**src/rtl/program_loader_pkg.sv**
```systemverilog
// Shared widths and loader state encoding for the processor slice.
package processor_pkg;

    localparam int INSTR_W   = 16;
    localparam int IM_ADDR_W = 7;
    localparam int BYTE_W    = 8;

    typedef enum logic [3:0] {
        LD_IDLE  = 4'd0,
        LD_COUNT = 4'd1,
        LD_HI    = 4'd2,
        LD_LO    = 4'd3,
        LD_WRITE = 4'd4,
        LD_CHECK = 4'd5,
        LD_DONE  = 4'd6,
        LD_ERR   = 4'd7
    } loader_state_t;

endpackage

```
**src/rtl/program_loader_if.sv**
```systemverilog
// Byte-stream input and instruction-memory write port of the loader.
// slave = loader side, master = host / memory side.
interface program_loader_if
    import processor_pkg::*;
#(
    parameter int ADDR_W = IM_ADDR_W,
    parameter int DATA_W = INSTR_W
);
    logic              In_Valid;
    logic [BYTE_W-1:0] In_Data;
    logic              In_Ready;
    logic              IM_Wr;
    logic [ADDR_W-1:0] IM_Addr;
    logic [DATA_W-1:0] IM_Data;

    modport master (
        output In_Valid, In_Data,
        input  In_Ready, IM_Wr, IM_Addr, IM_Data
    );

    modport slave (
        input  In_Valid, In_Data,
        output In_Ready, IM_Wr, IM_Addr, IM_Data
    );
endinterface

```
**src/rtl/program_loader_byte_packer.sv**
```systemverilog
// High/low byte latches and the running XOR of the frame.
module byte_packer
    import processor_pkg::*;
(
    input  logic              clk,
    input  logic              Reset,
    input  logic              clr,
    input  logic              acc,
    input  logic              ld_hi,
    input  logic              ld_lo,
    input  logic [BYTE_W-1:0] din,
    output logic [BYTE_W-1:0] hi,
    output logic [BYTE_W-1:0] lo,
    output logic [BYTE_W-1:0] chk
);
    logic [BYTE_W-1:0] hi_q, hi_d;
    logic [BYTE_W-1:0] lo_q, lo_d;
    logic [BYTE_W-1:0] xor_q, xor_d;

    // Next-state for the byte latches and the checksum accumulator.
    always_comb begin
        hi_d  = hi_q;
        lo_d  = lo_q;
        xor_d = xor_q;
        if (clr) begin
            xor_d = '0;
        end else if (acc) begin
            xor_d = xor_q ^ din;
        end
        if (ld_hi) hi_d = din;
        if (ld_lo) lo_d = din;
    end

    // Register update with synchronous reset.
    always_ff @(posedge clk) begin
        if (Reset) begin
            hi_q  <= '0;
            lo_q  <= '0;
            xor_q <= '0;
        end else begin
            hi_q  <= hi_d;
            lo_q  <= lo_d;
            xor_q <= xor_d;
        end
    end

    assign hi  = hi_q;
    assign lo  = lo_q;
    assign chk = xor_q;

endmodule

```
**src/rtl/program_loader.sv**
```systemverilog
// Program loader: frames a host byte stream into 16-bit instruction writes
// and keeps the processor in reset until a load passes its checksum.
//
//   state | meaning
//   IDLE  | after reset, processor held, waiting for Start
//   COUNT | waiting for the word-count byte N
//   HI    | waiting for the high byte of the next word
//   LO    | waiting for the low byte of the next word
//   WRITE | one-cycle memory write of {hi,lo}, no byte accepted
//   CHECK | waiting for the checksum byte
//   DONE  | checksum matched, processor released
//   ERR   | checksum mismatch, processor held
module program_loader
    import processor_pkg::*;
#(
    parameter int ADDR_W    = IM_ADDR_W,
    parameter int DATA_W    = INSTR_W,
    parameter int BASE_ADDR = 0
)(
    input  logic                clk,
    input  logic                Reset,
    input  logic                Start,
    program_loader_if.slave     bus,
    output logic                Hold,
    output logic                Done,
    output logic                Error,
    output logic [3:0]          State
);
    localparam logic [3:0] ST_IDLE  = LD_IDLE;
    localparam logic [3:0] ST_COUNT = LD_COUNT;
    localparam logic [3:0] ST_HI    = LD_HI;
    localparam logic [3:0] ST_LO    = LD_LO;
    localparam logic [3:0] ST_WRITE = LD_WRITE;
    localparam logic [3:0] ST_CHECK = LD_CHECK;
    localparam logic [3:0] ST_DONE  = LD_DONE;
    localparam logic [3:0] ST_ERR   = LD_ERR;

    localparam logic [ADDR_W-1:0] BASE = ADDR_W'(BASE_ADDR);

    logic [3:0]        state_q, state_d;
    logic [7:0]        n_q, n_d;
    logic [7:0]        idx_q, idx_d;
    logic [ADDR_W-1:0] addr_q, addr_d;
    logic [DATA_W-1:0] data_q, data_d;

    logic              in_ready;
    logic              accept;
    logic              pk_clr, pk_acc, pk_ld_hi, pk_ld_lo;
    logic [BYTE_W-1:0] pk_hi, pk_lo, pk_chk;

    assign in_ready = (state_q == ST_COUNT) || (state_q == ST_HI) ||
                      (state_q == ST_LO)    || (state_q == ST_CHECK);
    assign accept   = bus.In_Valid && in_ready;

    byte_packer u_packer (
        .clk   (clk),
        .Reset (Reset),
        .clr   (pk_clr),
        .acc   (pk_acc),
        .ld_hi (pk_ld_hi),
        .ld_lo (pk_ld_lo),
        .din   (bus.In_Data),
        .hi    (pk_hi),
        .lo    (pk_lo),
        .chk   (pk_chk)
    );

    // Frame sequencing, word counter and write-address generation.
    always_comb begin
        state_d  = state_q;
        n_d      = n_q;
        idx_d    = idx_q;
        addr_d   = addr_q;
        data_d   = data_q;
        pk_clr   = 1'b0;
        pk_acc   = 1'b0;
        pk_ld_hi = 1'b0;
        pk_ld_lo = 1'b0;
        case (state_q)
            ST_IDLE, ST_DONE, ST_ERR: begin
                if (Start) begin
                    state_d = ST_COUNT;
                    idx_d   = '0;
                    pk_clr  = 1'b1;
                end
            end
            ST_COUNT: begin
                if (accept) begin
                    n_d     = bus.In_Data;
                    pk_acc  = 1'b1;
                    state_d = (bus.In_Data == 8'd0) ? ST_CHECK : ST_HI;
                end
            end
            ST_HI: begin
                if (accept) begin
                    pk_acc   = 1'b1;
                    pk_ld_hi = 1'b1;
                    state_d  = ST_LO;
                end
            end
            ST_LO: begin
                if (accept) begin
                    pk_acc   = 1'b1;
                    pk_ld_lo = 1'b1;
                    addr_d   = BASE + ADDR_W'(idx_q);
                    state_d  = ST_WRITE;
                end
            end
            ST_WRITE: begin
                // Capture the word so IM_Data keeps it after the strobe.
                data_d  = DATA_W'({pk_hi, pk_lo});
                idx_d   = idx_q + 8'd1;
                state_d = (idx_q == n_q - 8'd1) ? ST_CHECK : ST_HI;
            end
            ST_CHECK: begin
                if (accept) begin
                    state_d = (bus.In_Data == pk_chk) ? ST_DONE : ST_ERR;
                end
            end
            default: state_d = ST_IDLE;
        endcase
    end

    // State and datapath registers; reset abandons any frame in progress.
    always_ff @(posedge clk) begin
        if (Reset) begin
            state_q <= ST_IDLE;
            n_q     <= '0;
            idx_q   <= '0;
            addr_q  <= BASE;
            data_q  <= '0;
        end else begin
            state_q <= state_d;
            n_q     <= n_d;
            idx_q   <= idx_d;
            addr_q  <= addr_d;
            data_q  <= data_d;
        end
    end

    assign bus.In_Ready = in_ready;
    assign bus.IM_Wr    = (state_q == ST_WRITE);
    assign bus.IM_Addr  = addr_q;
    // The latched word is live during WRITE; afterwards the captured copy holds.
    assign bus.IM_Data  = (state_q == ST_WRITE) ? DATA_W'({pk_hi, pk_lo}) : data_q;

    assign Hold  = (state_q != ST_DONE);
    assign Done  = (state_q == ST_DONE);
    assign Error = (state_q == ST_ERR);
    assign State = state_q;

endmodule

```
**src/flat_wrapper.sv**
```systemverilog
// flat-port wrapper written by rule: the top's interface ports become plain ports
module program_loader_flat import processor_pkg::*;
#(
    parameter int ADDR_W    = IM_ADDR_W,
    parameter int DATA_W    = INSTR_W,
    parameter int BASE_ADDR = 0
)
  (clk, Reset, Start, Hold, Done, Error, State, bus_In_Valid, bus_In_Data, bus_In_Ready, bus_IM_Wr, bus_IM_Addr, bus_IM_Data);
  program_loader_if #(.ADDR_W(ADDR_W), .DATA_W(DATA_W)) bus_i ();
  input  logic clk;
  input  logic Reset;
  input  logic Start;
  output logic Hold;
  output logic Done;
  output logic Error;
  output logic [3:0] State;
  input wire logic [$bits(bus_i.In_Valid)-1:0] bus_In_Valid;
  input wire logic [$bits(bus_i.In_Data)-1:0] bus_In_Data;
  output wire logic [$bits(bus_i.In_Ready)-1:0] bus_In_Ready;
  output wire logic [$bits(bus_i.IM_Wr)-1:0] bus_IM_Wr;
  output wire logic [$bits(bus_i.IM_Addr)-1:0] bus_IM_Addr;
  output wire logic [$bits(bus_i.IM_Data)-1:0] bus_IM_Data;
  assign bus_i.In_Valid = bus_In_Valid;
  assign bus_i.In_Data = bus_In_Data;
  assign bus_In_Ready = bus_i.In_Ready;
  assign bus_IM_Wr = bus_i.IM_Wr;
  assign bus_IM_Addr = bus_i.IM_Addr;
  assign bus_IM_Data = bus_i.IM_Data;
  program_loader #(.ADDR_W(ADDR_W), .DATA_W(DATA_W), .BASE_ADDR(BASE_ADDR)) u_core (.clk(clk), .Reset(Reset), .Start(Start), .bus(bus_i), .Hold(Hold), .Done(Done), .Error(Error), .State(State));
endmodule
```
**config.mk**
```make
export PLATFORM = sky130hd
export DESIGN_NAME = program_loader_flat
export DESIGN_NICKNAME = d
export VERILOG_FILES = /design/src/rtl/program_loader_pkg.sv /design/src/rtl/program_loader_if.sv /design/src/rtl/program_loader_byte_packer.sv /design/src/rtl/program_loader.sv /design/src/flat_wrapper.sv
export SDC_FILE = /design/constraint.sdc
export NUM_CORES = 1
export LEC_CHECK = 0
export ABC_AREA = 1
export CORE_MARGIN = 5
export CORE_UTILIZATION = 50
export CTS_CLUSTER_DIAMETER = 40
export DETAILED_ROUTE_END_ITERATION = 10
export PLACE_DENSITY = 0.77
export SLEW_MARGIN = 20
export SYNTH_ARGS = -nofsm -noshare
export SYNTH_HDL_FRONTEND = slang
export SYNTH_SLANG_ARGS = --single-unit
export TNS_END_PERCENT = 100
```
**constraint.sdc**
```tcl
create_clock -name clk -period 3 [get_ports clk]
set_clock_uncertainty 0.05 [all_clocks]
set_input_delay 0.9 -clock clk [delete_from_list [all_inputs] [get_ports clk]]
set_output_delay 0.9 -clock clk [all_outputs]
set_load 0.02 [all_outputs]
```
==> results.cfg <==
[timing]
hold_viol = 0
drv_slew = 0
worst_slew_pin_slew_ps = 557
fmax_ghz = 0.346
fin_tns_setup_ps = 0
slew_headroom_pct = 62.8
finalSetupViolCount = 0
timing.final.crit_share_pct = 96.3
period_minus_slack_ps = 2890
grt_setup_unrepaired = no
worst_slack_ps = 110

[clock_network]
cts-buffers-inserted = 9
ctsHtreeMaxLevel = 3
clock_tree.buffer_depth = 2
cts.clk_slew.worst_paths_ps = 70
cts_tree = done
post_cts_buffers = 0
numClockSinks = 66
clock_latency_ps = 340
clock-root-buffer = clkbuf_8

[place]
place.port_buffers = 42
pre_cts_ws_ps = 343
dpl.hpwl_mm = 5.29
place.gp.congestion = 0.966

[outcome]
status = finished, final reports clean

[setup_path]
endpoint_kind = primary output
cp-start-kind = register
path_cells = nor2_2 -> nand2_1 -> inv_4 -> or2_1 -> o21ai_1 -> inv_1 -> clkdlybuf4s50_1
cpMaxStageDelayCell = clkdlybuf4s50_1
critPathMaxStageDelay_ps = 590
crit_buf_inv = 3
r2r_start = u_core.n_q[0]
reg2reg_depth = 12
r2r_setup_slack_ps = 1210
crit_family = buffers and inverters
critPathArrivalTime_ps = 1940
r2r-end = u_core.State[0]
worstPathMaxFanout = 17
cp.required_ps = 2050
path_class = reg -> out

[global_routing]
antenna_found_initial = 0
grt_pass1_wl_mm = 13.0
grt_pass1_vias = 2895
grt_overflow = 0
grt_start_max_net_pins = 38
grt_usage_pct = 21.3

[detailed_routing]
detail-route-antenna-nets = 0
wirelength_mm = 7.73
drtIter0Drc = 172
num_vias = 2987
route.detailed.drc = 0
via_per_inst = 5.31
dr.pass1.iters = 4
wl_per_cell_um = 13.7

[min_path]
min_from = u_core.bus.IM_Addr[5]
hp-class = reg -> reg
min_to = u_core.bus.IM_Addr[5]
hold_depth = 2

[cells_and_area]
antenna_cells_inserted = 0
layout.filler_cells = 533
seq_area_mm2 = 0.00132
multi_input_area_mm2 = 0.00153
drive_gt1_share_pct = 10.1
synthToLayoutAreaGrowth_pct = 23.6
layout.nets = 496

[synthesis]
synth.cell_area_mm2 = 0.00311
synth-edff-count = 0
ys_ff_latch = 66
syn-num-nets = 454
netlist_instances = 440
synth_seq_area_share_pct = 42.5
async_reset_ff_share_pct = 0
synth-warning-count = 0
ys_types = 31
syn_avg_cell_area_um2 = 7.07
synthFlopType = dfxtp_1

[pwr]
p_per_area_mw_per_mm2 = 932
irDropWorstVdd_uv = 463
power_mw = 3.58
power_leakage_nw = 1.86

[floorplan]
die_area_mm2 = 0.00790
ios = 44
fp.dieW_um = 88.9
core_mm2 = 0.00599
die_y_um = 88.9
initial_core_util_pct = 51.9
fp-row-count = 28

[job]
maxCapViolCount = 0
-- cell usage after synthesis (8+ instances only) --
cell,number,share of area [%]
o21ai_0,43,6.9
or2_2,8,1.6
inv_2,10,1.2
dfxtp_1,66,42
clkbuf_1,8,0.97
nand3_1,31,5.0
nor2_1,58,7.0
or2_1,10,2.0
nand2_1,77,9.3
inv_1,36,4.3
a21oi_1,42,6.8
-- metal layers --
layer / vias up / global-route usage [%] / routed length, um
met5: - / 0 / 0
met2: 78 / 37.7 / 3720
li1: 1504 / - / -
met1: 1384 / 25.7 / 3380
met3: 21 / 2.98 / 402
met4: 0 / 9.07 / 225
-- tightest hold or removal path, cell delays in order (launching register included) --
cell	delay, ps
dfxtp_1	310
nand2_1	60
a21oi_1	50
-- layout make-up --
cell class	instances	area share [%]
Multi-Input combinational cell	310	39.7
Sequential cell	66	34.4
Timing Repair Buffer	49	13.3
Inverter	46	4.56
Clock buffer	10	3.32
Tap cell	75	2.44
Clock inverter	6	2.34
-- how the worst max path moves through the flow --
stage | from | end | slack [ps] | cells past startpoint
after floorplan | u_core.State[0] | bus_IM_Data[13] | 670 | 7
after global placement | u_core.State[0] | bus_IM_Data[5] | 390 | 7
after detailed placement | u_core.State[0] | bus_IM_Data[2] | 340 | 7
after CTS | u_core.State[0] | bus_IM_Data[9] | 6 | 6
after global routing | u_core.State[0] | bus_IM_Data[8] | 10 | 7
final | u_core.State[0] | bus_IM_Data[8] | 110 | 7
-- stage by stage --
| step | cells | hold WS [ps] | instance area [um^2] | util (%) |
|---|---|---|---|---|
| final | 562 | 415 | 3840 | 64.2 |
| after detailed placement | 546 | 404 | 3590 | 59.9 |
| after CTS | 562 | 413 | 3810 | 63.5 |
| after floorplan | 440 | 387 | 3110 | - |
| after global placement | 546 | 399 | 3590 | 59.9 |
| after global routing | 562 | 431 | 3840 | 64.2 |
-- cells by family (layout without fill, tap and decap cells) --
logic type,Yosys count,after routing,share of synthesized area [%]
simple gates,204,204,29.6
compound gates,92,92,15.4
flops,66,66,42.5
buf+inv,64,111,8.49
xor+xnor,11,11,3.10
fa+ha+maj,2,2,0.804
other cells,1,1,0.121
-- power breakdown --
| part | switching [mW] | total, mW | internal (mW) |
|---|---|---|---|
| Combinational | 0.994 | 1.65 | 0.652 |
| Clock | 0.352 | 0.823 | 0.471 |
| Sequential | 0.0781 | 1.11 | 1.03 |
| Total | 1.42 | 3.58 | 2.16 |
-- sequential cells by signal, indices dropped and copies added, names as in the netlist --
register             cells
u_core.data_q           16
u_core.bus.IM_Addr       7
u_core.n_q               8
u_core.u_packer.chk      8
u_core.State             3
u_core.u_packer.hi       8
u_core.idx_q             8
u_core.u_packer.lo       8
-- cells in the final DEF, fill, tap and decap left out, types with 4 or more instances in the layout --
| master | n |
|---|---|
| nand2_1 | 77 |
| dfxtp_1 | 66 |
| nor2_1 | 58 |
| a21oi_1 | 42 |
| inv_1 | 36 |
| o21ai_0 | 31 |
| nand3_1 | 31 |
| clkdlybuf4s50_1 | 27 |
| o21ai_1 | 15 |
| dlymetal6s2s_1 | 15 |
| or2_1 | 10 |
| inv_2 | 9 |
| clkbuf_8 | 9 |
| or2_2 | 8 |
| xor2_1 | 7 |
| nand4_1 | 7 |
| buf_4 | 7 |
| xnor2_1 | 4 |
-- what timing repair did --
| item | in CTS | in global routing |
|---|---|---|
| endpoints found under the hold margin | 0 | 0 |
| resized for setup | 4 | 24 |
| cloned | 0 | 0 |
| hold buffers | 0 | 0 |
| endpoints found under the setup margin | 16 | 15 |
(Power assumes the default switching activity.)
